===== src/rtl/pipelined_addsub_if.sv =====
// Operand/result handshake bundle for the pipelined adder/subtractor.
// The master side issues operations and consumes results.
interface pipelined_addsub_if #(
  parameter int WIDTH = 64
);
  logic             in_valid;
  logic             in_ready;
  logic [WIDTH-1:0] a;
  logic [WIDTH-1:0] b;
  logic             op;
  logic             out_valid;
  logic             out_ready;
  logic [WIDTH-1:0] sum;
  logic             carry;
  logic             overflow;
  logic             zero;
  logic             sign;

  modport master (
    output in_valid, a, b, op, out_ready,
    input  in_ready, out_valid, sum,
    input  carry, overflow, zero, sign
  );

  modport slave (
    input  in_valid, a, b, op, out_ready,
    output in_ready, out_valid, sum,
    output carry, overflow, zero, sign
  );
endinterface


===== src/rtl/pipelined_addsub.sv =====
// Pipelined two's-complement add/sub with Y86 flags.
// The carry chain is cut into STAGES registered slices.
module pipelined_addsub #(
  parameter int WIDTH  = 64,
  parameter int STAGES = 4
) (
  input logic               clk,
  input logic               rst_n,
  pipelined_addsub_if.slave bus
);
  localparam int CW = WIDTH / STAGES;
  localparam int L  = STAGES - 1;

  typedef struct packed {
    logic             v;
    logic             c;
    logic [WIDTH-1:0] a;
    logic [WIDTH-1:0] b;
    logic [WIDTH-1:0] s;
  } stg_t;

  stg_t        q   [STAGES];
  stg_t        d   [STAGES];
  stg_t        src [STAGES];
  logic [CW:0] t   [STAGES];
  logic        of_q, of_d;
  logic        zf_q, zf_d;
  logic        adv;

  assign adv = ~(q[L].v & ~bus.out_ready);
  assign bus.in_ready = adv;

  // b is inverted once at entry; op rides in as the stage-0 carry
  always_comb begin
    src[0].v = bus.in_valid;
    src[0].c = bus.op;
    src[0].a = bus.a;
    src[0].b = bus.op ? ~bus.b : bus.b;
    src[0].s = '0;
    for (int k = 1; k < STAGES; k++) begin
      src[k] = q[k-1];
    end
  end

  always_comb begin
    of_d = 1'b0;
    zf_d = 1'b0;
    for (int k = 0; k < STAGES; k++) begin
      t[k] = {1'b0, src[k].a[k*CW +: CW]}
           + {1'b0, src[k].b[k*CW +: CW]}
           + {{CW{1'b0}}, src[k].c};
      d[k]   = src[k];
      d[k].c = t[k][CW];
      d[k].s[k*CW +: CW] = t[k][CW-1:0];
    end
    of_d = (src[L].a[WIDTH-1] == src[L].b[WIDTH-1])
         & (d[L].s[WIDTH-1] != src[L].a[WIDTH-1]);
    zf_d = ~|d[L].s;
  end

  always_ff @(posedge clk) begin
    if (!rst_n) begin
      for (int k = 0; k < STAGES; k++) begin
        q[k] <= '0;
      end
      of_q <= 1'b0;
      zf_q <= 1'b0;
    end else if (adv) begin
      for (int k = 0; k < STAGES; k++) begin
        q[k] <= d[k];
      end
      of_q <= of_d;
      zf_q <= zf_d;
    end
  end

  assign bus.out_valid = q[L].v;
  assign bus.sum       = q[L].s;
  assign bus.carry     = q[L].c;
  assign bus.overflow  = of_q;
  assign bus.zero      = zf_q;
  assign bus.sign      = q[L].s[WIDTH-1];
endmodule


===== src/flat_wrapper.sv =====
// flat-port wrapper written by rule: the top's interface ports become plain ports
module pipelined_addsub_flat 
#(
  parameter int WIDTH  = 64,
  parameter int STAGES = 4
)
  (clk, rst_n, bus_in_valid, bus_a, bus_b, bus_op, bus_out_ready, bus_in_ready, bus_out_valid, bus_sum, bus_carry, bus_overflow, bus_zero, bus_sign);
  pipelined_addsub_if #(.WIDTH(WIDTH)) bus_i ();
  input logic clk;
  input logic rst_n;
  input wire logic [$bits(bus_i.in_valid)-1:0] bus_in_valid;
  input wire logic [$bits(bus_i.a)-1:0] bus_a;
  input wire logic [$bits(bus_i.b)-1:0] bus_b;
  input wire logic [$bits(bus_i.op)-1:0] bus_op;
  input wire logic [$bits(bus_i.out_ready)-1:0] bus_out_ready;
  output wire logic [$bits(bus_i.in_ready)-1:0] bus_in_ready;
  output wire logic [$bits(bus_i.out_valid)-1:0] bus_out_valid;
  output wire logic [$bits(bus_i.sum)-1:0] bus_sum;
  output wire logic [$bits(bus_i.carry)-1:0] bus_carry;
  output wire logic [$bits(bus_i.overflow)-1:0] bus_overflow;
  output wire logic [$bits(bus_i.zero)-1:0] bus_zero;
  output wire logic [$bits(bus_i.sign)-1:0] bus_sign;
  assign bus_i.in_valid = bus_in_valid;
  assign bus_i.a = bus_a;
  assign bus_i.b = bus_b;
  assign bus_i.op = bus_op;
  assign bus_i.out_ready = bus_out_ready;
  assign bus_in_ready = bus_i.in_ready;
  assign bus_out_valid = bus_i.out_valid;
  assign bus_sum = bus_i.sum;
  assign bus_carry = bus_i.carry;
  assign bus_overflow = bus_i.overflow;
  assign bus_zero = bus_i.zero;
  assign bus_sign = bus_i.sign;
  pipelined_addsub #(.WIDTH(WIDTH), .STAGES(STAGES)) u_core (.clk(clk), .rst_n(rst_n), .bus(bus_i));
endmodule

===== config.mk =====
export PLATFORM = sky130hd
export DESIGN_NAME = pipelined_addsub_flat
export DESIGN_NICKNAME = d
export VERILOG_FILES = /design/src/rtl/pipelined_addsub_if.sv /design/src/rtl/pipelined_addsub.sv /design/src/flat_wrapper.sv
export SDC_FILE = /design/constraint.sdc
export NUM_CORES = 1
export LEC_CHECK = 0
export BUFFER_PORTS_ARGS = -buffer_cell sky130_fd_sc_hd__buf_2
export CORE_MARGIN = 5
export CORE_UTILIZATION = 60
export DETAILED_ROUTE_END_ITERATION = 6
export PLACE_DENSITY = 0.82
export SYNTH_ARGS = -nofsm -noshare
export SYNTH_HDL_FRONTEND = slang
export SYNTH_SLANG_ARGS = --single-unit

===== constraint.sdc =====
create_clock -name clk -period 19 [get_ports clk]
set_input_delay 0 -clock clk [delete_from_list [all_inputs] [get_ports clk]]
set_output_delay 0 -clock clk [all_outputs]
set_load 0.02 [all_outputs]

# Yosys cells after proc, flatten, opt, wreduce, memory -nomap -nowiden
# Memory sizes are Yosys's and may differ from the RTL's.
# Cells that the tools add are included.
# totals
inputBits	133
ramBits	776
regBits	2
out_inout_bits	70
n_memories	1
# op_classes
n_eq_ne	2
bitwise_logic	9
add_sub_neg	8
n_reduce_logical	2
mux	9
# memory_table
name	depth	width	rd	rd_ports_with_merged_regs	wr	line_no	rtl
u_core.q	4	194	4	0	4	pipelined_addsub.sv:22	stg_t q [STAGES];
# ops
cell	n
$mux 194	4
$add 16x16->17	4
$add 17x1->17	4
$mux 64	1
$not 64->64	1
$reduce_or 64->1	1
$mux 1	4
$or 1x1->1	4
$and 1x1->1	2
$not 1->1	2
$eq 1x1->1	1
$logic_not 1->1	1
$ne 1x1->1	1

# Logic depth before layout (Yosys ltp)
# Gate-level depths: netlist of the first run.
# logic_depth
depth_word	6
mapped_depth	12
depth_no_buf	12

# Least setup slack after synthesis of the first run
# Ideal clock, no wire load.
# synth_timing
path_kind	reg2reg
startpoint	memory u_core.q[3][193] in the netlist's numbering
endpoint	memory u_core.q[0][0] in the netlist's numbering, enable pin
synth_period_minus_slack_ps	9252
slack_ps	9748
t_arrival_ps	6609
path_stages_with_launch	3
cell_sequence	edfxtp_1 nor2b_1 nand2_1
# synth_lines
element	line_no
start, declared	pipelined_addsub.sv:22

==> flow_summary.ini, run 1 <==
[timing]
period_minus_slack_ns = 3.81
max_freq_mhz = 262
setup-tns-final_ns = 0
final-setup-viol-count = 0
rsz0062_at_grt = no
worst_hold_slack_ns = 0.0560
layout_setup_ws_ns = 15.19
final_hold_viol_count = 0
period_share_pct = 20.1
slew_headroom_pct = 22.7
fin_skew_ns = 0.0212
drv_slew = 0
worst_slew_pin_slew_ns = 1.16

[synthesis]
synth_nets = 1444
synthXorXnorAreaFrac_pct = 5.49
syn-cell-area_um2 = 16600
synth_top_cell_by_area = edfxtp_1
synth-compound-area-share_pct = 5.62
ys.flop_type = edfxtp_1
ys_ff_latch = 362
synthSimpleGateAreaFrac_pct = 15.4
ys_types = 63
synth_top_family_by_area = simple AND/OR/NAND/NOR gates
synth_top_area_share_pct = 65.1
yosys_warnings = 0
synth_edf_count = 360
async_reset_ff_share_pct = 0
seq_area_frac_synth_pct = 65.4
synth_fa_ha_area_share_pct = 5.37
synthMuxAreaShare_pct = 0.309
yosys-top-cells-area = edfxtp_1 (65%), and3_1 (9.4%), ha_1 (4.5%), xnor2_1 (3.7%), nor2_1 (2.7%)
synth_area_per_cell_um2 = 13.3
synthCells = 1244

[placement]
pre_cts_ws_ns = 15.27
port_buffers = 202
place_congestion = 0.868
dpl.hpwl_um = 21900
dp.cells = 1747

[critical_path]
rr_worst_depth = 4
worstPathCellList = nor2b_1 > nand2_4 > buf_12 > buf_4
worstSetupPathType = flip-flop to flip-flop
critical-path-slowest-cell = buf_4
rrSetupSlack_ns = 15.19
r2r-end = u_core.q[2][114]
r2r-start = u_core.q[3][193]
slowest_delay_ns = 0.99
crit_buf_inv = 2
crit_required_ns = 19.13
start_kind = flip-flop
crit_fanout = 192
endpoint_kind = flip-flop
path_delay_family = buffers and inverters
arrival_ns = 3.94

[clocking]
cts_num_sinks = 362
cts.path.max_buffers = 3
clkTransAtPathRegs_ns = 0.06
h-tree-depth = 2
postCtsHoldBufs = 103
cts_made_buffers = 37
cts_tree = done
cts.repair.resized = 0
clock-root-buffer = clkbuf_16
clk-insertion-delay-late_ns = 0.51
post-cts-setup-buffers = 0

[worst_hold_path]
min_path_cells = 4
hold_end = u_core.q[0][2]
hp-class = input port to flip-flop
hold_start = bus_a[2]

[flow_run]
drv_cap = 0

[layout]
stdcell_count = 1918
final_nets = 1717
final_cell_mix = edfxtp_1 (360), and3_1 (249), buf_2 (200)
area_growth_pct = 21.5
final_common_cell = edfxtp_1
layout-drive-gt1-share_pct = 17.9
fill_cells = 1629

[pwr]
p_per_area_nw_per_um2 = 95.6
ir_drop_mv = 0.0741
p_total_mw = 1.93
leakage_nw = 9.44

[floorplanning]
core_um2 = 27100
io_pins = 203
rows = 60
initial_utilization_pct = 61.3
die_w_um = 176
die_h_um = 176
die_area_um2 = 31100

[route]
remaining_drc_errors = 0
first_pass_iters = 5
drt_iter0_drc = 1112
ant_nets = 0
viasPerCell = 5.61
wire_per_inst_um = 18.3
wl_um = 35000
vias = 10800

[global_route]
antenna_found_initial = 1
overflow = 0
grt_max_degree = 193
grt_pass1_wl_um = 55500
grt_usage_pct = 22.3
first_global_vias = 10600

[status]
outcome = completed
[how the worst max path moves through the flow]
stage               cells past startpoint          endpoint  slack (ns)              from
CTS                                     4  u_core.q[1][115]       15.25  u_core.q[3][193]
floorplan                               2    u_core.q[0][0]        9.75  u_core.q[3][193]
finish                                  4  u_core.q[2][114]       15.19  u_core.q[3][193]
global route                            4   u_core.q[2][27]       15.02  u_core.q[3][193]
global placement                        4   u_core.q[1][31]       15.36  u_core.q[3][193]
detailed placement                      4   u_core.q[2][27]       15.27  u_core.q[3][193]
[logic make-up (layout without fill, tap and decap cells)]
| kind of cell | Yosys count | count (layout) |
|---|---|---|
| flops | 362 | 362 |
| fa+ha+maj | 67 | 67 |
| simple gates | 465 | 465 |
| xor+xnor | 104 | 104 |
| compound gates | 135 | 135 |
| mux | 5 | 5 |
| other cells | 0 | 1 |
| buf+inv | 106 | 407 |
[cell usage after synthesis (all sizes together) (5+ instances only)]
library cell	n
nor2	118
o21a	8
buf	11
o21bai	9
nand2	17
o21ai	35
xor2	33
fa	7
clkbuf	64
nand2b	9
a21o	15
a21oi	27
and2	6
o31a	6
nand3	5
inv	30
and3	249
nor2b	6
a211oi	5
xnor2	71
nor4	12
nand4	5
ha	60
nor3	18
edfxtp	360
or3	5
[state kept, by name, indices dropped and copies added (netlist names)]
signal	cells
u_core.bus.zero	1
u_core.bus.overflow	1
u_core.q	360
[worst min-delay path, stage by stage]
cell and delay [ns]:
buf_2 0.08, ha_1 0.19, xnor2_1 0.08, nor2_1 0.09
[power breakdown]
| group | internal, mW | switching (mW) | total [mW] |
|---|---|---|---|
| Sequential | 0.944 | 0.0220 | 0.966 |
| Clock | 0.458 | 0.292 | 0.750 |
| Combinational | 0.0973 | 0.115 | 0.213 |
| Total | 1.50 | 0.429 | 1.93 |
[final cells by class]
type	instances	area [um^2]	area share [%]
Clock inverter	21	265	1.32
Multi-Input combinational cell	776	5360	26.6
Sequential cell	362	10900	53.8
Tap cell	372	465	2.31
Clock buffer	46	1000	4.97
Antenna cell	1	2.50	0.0124
Timing Repair Buffer	309	2090	10.4
Inverter	31	121	0.602
[routing by layer]
metal | part of all wire [%] | global-route usage (%) | vias up
met1 | 43 | 31.7 | 5065
met4 | 3.4 | 7.80 | 0
met3 | 7.1 | 3.75 | 80
met5 | 0 | 0 | -
li1 | - | - | 5166
met2 | 47 | 35.5 | 454
[per-stage QoR]
step	utilization, %	cell area, um^2
after CTS	74.4	20200
after floorplan	-	16600
final	74.4	20200
after global placement	65.9	17900
after detailed placement	65.9	17900
after global routing	74.4	20200
Power figures use the tool's default switching activity.
==> run 2, diff against run 1 <==
--- a/config.mk
+++ b/config.mk
@@ -7,9 +7,9 @@
 export LEC_CHECK = 0
 export BUFFER_PORTS_ARGS = -buffer_cell sky130_fd_sc_hd__buf_2
 export CORE_MARGIN = 5
-export CORE_UTILIZATION = 60
+export CORE_UTILIZATION = 53
 export DETAILED_ROUTE_END_ITERATION = 6
-export PLACE_DENSITY = 0.82
+export PLACE_DENSITY = 0.77
 export SYNTH_ARGS = -nofsm -noshare
 export SYNTH_HDL_FRONTEND = slang
 export SYNTH_SLANG_ARGS = --single-unit
==> constraint.sdc (replaced) <==
create_clock -name clk -period 3.5 [get_ports clk]
set_input_delay 0 -clock clk [delete_from_list [all_inputs] [get_ports clk]]
set_output_delay 0 -clock clk [all_outputs]
set_load 0.02 [all_outputs]
==> run 2 against run 1 <==
Critical path depth increased by 8. Wire length decreased by 0.52%. Global-route usage decreased by 2.8 points. Flip-flop and latch count unchanged. Highest routed layer unchanged. Clock-buffer cell count increased by 1. Sequential share of layout area decreased by 0.13 points. Critical path type unchanged. Critical endpoint is now u_core.q[2][192].
==> flow_summary.ini, run 2 (same netlist as run 1, synthesis figures left out) <==
[placement]
dpl.hpwl_um = 22200
dp.cells = 1782
place_congestion = 0.831
placed_cell_area_um2 = 18100
port_buffers = 202

[pwr]
p_per_area_nw_per_um2 = 496
leakage_nw = 9.44
ir_drop_mv = 0.344
p_total_mw = 10.0

[critical_path]
crit_required_ns = 3.75
endpoint_kind = flip-flop
crit_fanout = 3
critical-path-slowest-cell = fa_1
path_delay_family = compound AO/OA/AOI/OAI gates
start_kind = flip-flop
slowest_delay_ns = 0.41
arrival_ns = 3.26
worstSetupPathType = flip-flop to flip-flop
crit_buf_inv = 2
rrSetupSlack_ns = 0.49
worstPathCellList = inv_1 > fa_1 > inv_1 > fa_1 > a21o_1 > a21oi_1 > o21bai_1 > a41oi_2 > or2b_1 > a21oi_1 > o31a_1 > o31a_1

[route]
first_pass_iters = 5
drt_iter0_drc = 802
vias = 10700
viasPerCell = 5.48
wire_per_inst_um = 17.9
wl_um = 34900
ant_nets = 0
remaining_drc_errors = 0

[timing]
fin_skew_ns = 0.0180
period_minus_slack_ns = 3.01
period_share_pct = 85.9
worst_slew_pin_slew_ns = 0.870
drv_slew = 0
rsz0062_at_grt = no
setup-tns-final_ns = 0
slew_headroom_pct = 41.9
max_freq_mhz = 333
final-setup-viol-count = 0
final_hold_viol_count = 0

[clocking]
cts.path.max_buffers = 3
h-tree-depth = 2
cts_made_buffers = 38
clk-insertion-delay-late_ns = 0.51
clock-root-buffer = clkbuf_16
cts_tree = done
post-cts-setup-buffers = 0
cts_num_sinks = 362
clkTransAtPathRegs_ns = 0.06

[layout]
final_cell_mix = edfxtp_1 (360), and3_1 (249), buf_2 (200)
final_area_um2 = 20200
largest_reg_flops = 360
final_common_cell = edfxtp_1
antennaDiodeCount = 0
final_core_util_pct = 65.7
final_nets = 1730
area_growth_pct = 21.7
stdcell_count = 1950
top_register = u_core.q
layout-drive-gt1-share_pct = 18.0
fill_cells = 2178

[global_route]
overflow = 0
first_global_vias = 10900
grt_pass1_wl_um = 56200
antenna_found_initial = 0
grt_usage_pct = 19.5
grt_max_degree = 190

[floorplanning]
die_w_um = 187
die_area_um2 = 35000
die_h_um = 187
io_pins = 203
initial_utilization_pct = 54.0
rows = 64
core_um2 = 30700

[status]
outcome = completed

[worst_hold_path]
hp-class = input port to flip-flop

[flow_run]
drv_cap = 0
==> run 2: cell types whose count changed in the layout (fill, tap and decap cells not counted), moves of 2 or more <==
cell / change
buf_12: +6
buf_4: +5
bufinv_16: -5
clkinv_1: +4
clkinv_4: -2
==> run 2: through the flow <==
stage	worst slack [ns]	hold slack [ns]
3_3_place_gp	0.563	0.309
5_1_grt	0.262	0.0470
2_1_floorplan	0.714	0.217
4_1_cts	0.482	0.0320
3_5_place_dp	0.522	0.312
6_report	0.493	0.0436
==> run 2: power breakdown <==
part           leakage [nW]  internal [mW]  switching (mW)
registers              4.29           5.12           0.108
clock network         0.545           2.10            1.55
logic                  4.60          0.534           0.612
==> run 2: layout make-up <==
| type | instances | area, um^2 | share of cell area, % |
|---|---|---|---|
| sequential | 362 | 10900 | 53.7 |
| multi-input combinational | 776 | 5370 | 26.6 |
| timing repair buffer | 321 | 2260 | 11.2 |
| clock buffer | 47 | 1010 | 4.98 |
| tap | 396 | 495 | 2.45 |
| inverter | 31 | 121 | 0.600 |
| clock inverter | 17 | 106 | 0.526 |
==> run 2: layer usage <==
layer / track usage, % / vias to the layer above / part of all wire [%]
met5: 0 / - / 0
met4: 6.43 / 0 / 2.9
met3: 3.27 / 74 / 5.8
met2: 33.7 / 331 / 50
met1: 25.3 / 5102 / 41
li1: - / 5186 / -
==> run 2: final timing paths <==
path / start / cells past startpoint / endpoint
hold / removal: bus_a[2] / 4 / u_core.q[0][2]
setup / recovery: u_core.q[1][160] / 12 / u_core.q[2][192]
hold reg to reg: u_core.q[1][177] / 1 / u_core.q[2][177]
setup reg to reg: u_core.q[1][160] / 12 / u_core.q[2][192]
==> run 2: repair_timing <==
| item | in CTS | in global routing |
|---|---|---|
| resized for setup | 0 | 0 |
| hold endpoints to repair | 102 | 0 |
| hold buffers | 104 | 0 |
==> run 2: worst min-delay path: stages <==
cell and delay, ns:
buf_2 0.08, ha_1 0.19, xnor2_1 0.09, nor2_1 0.08
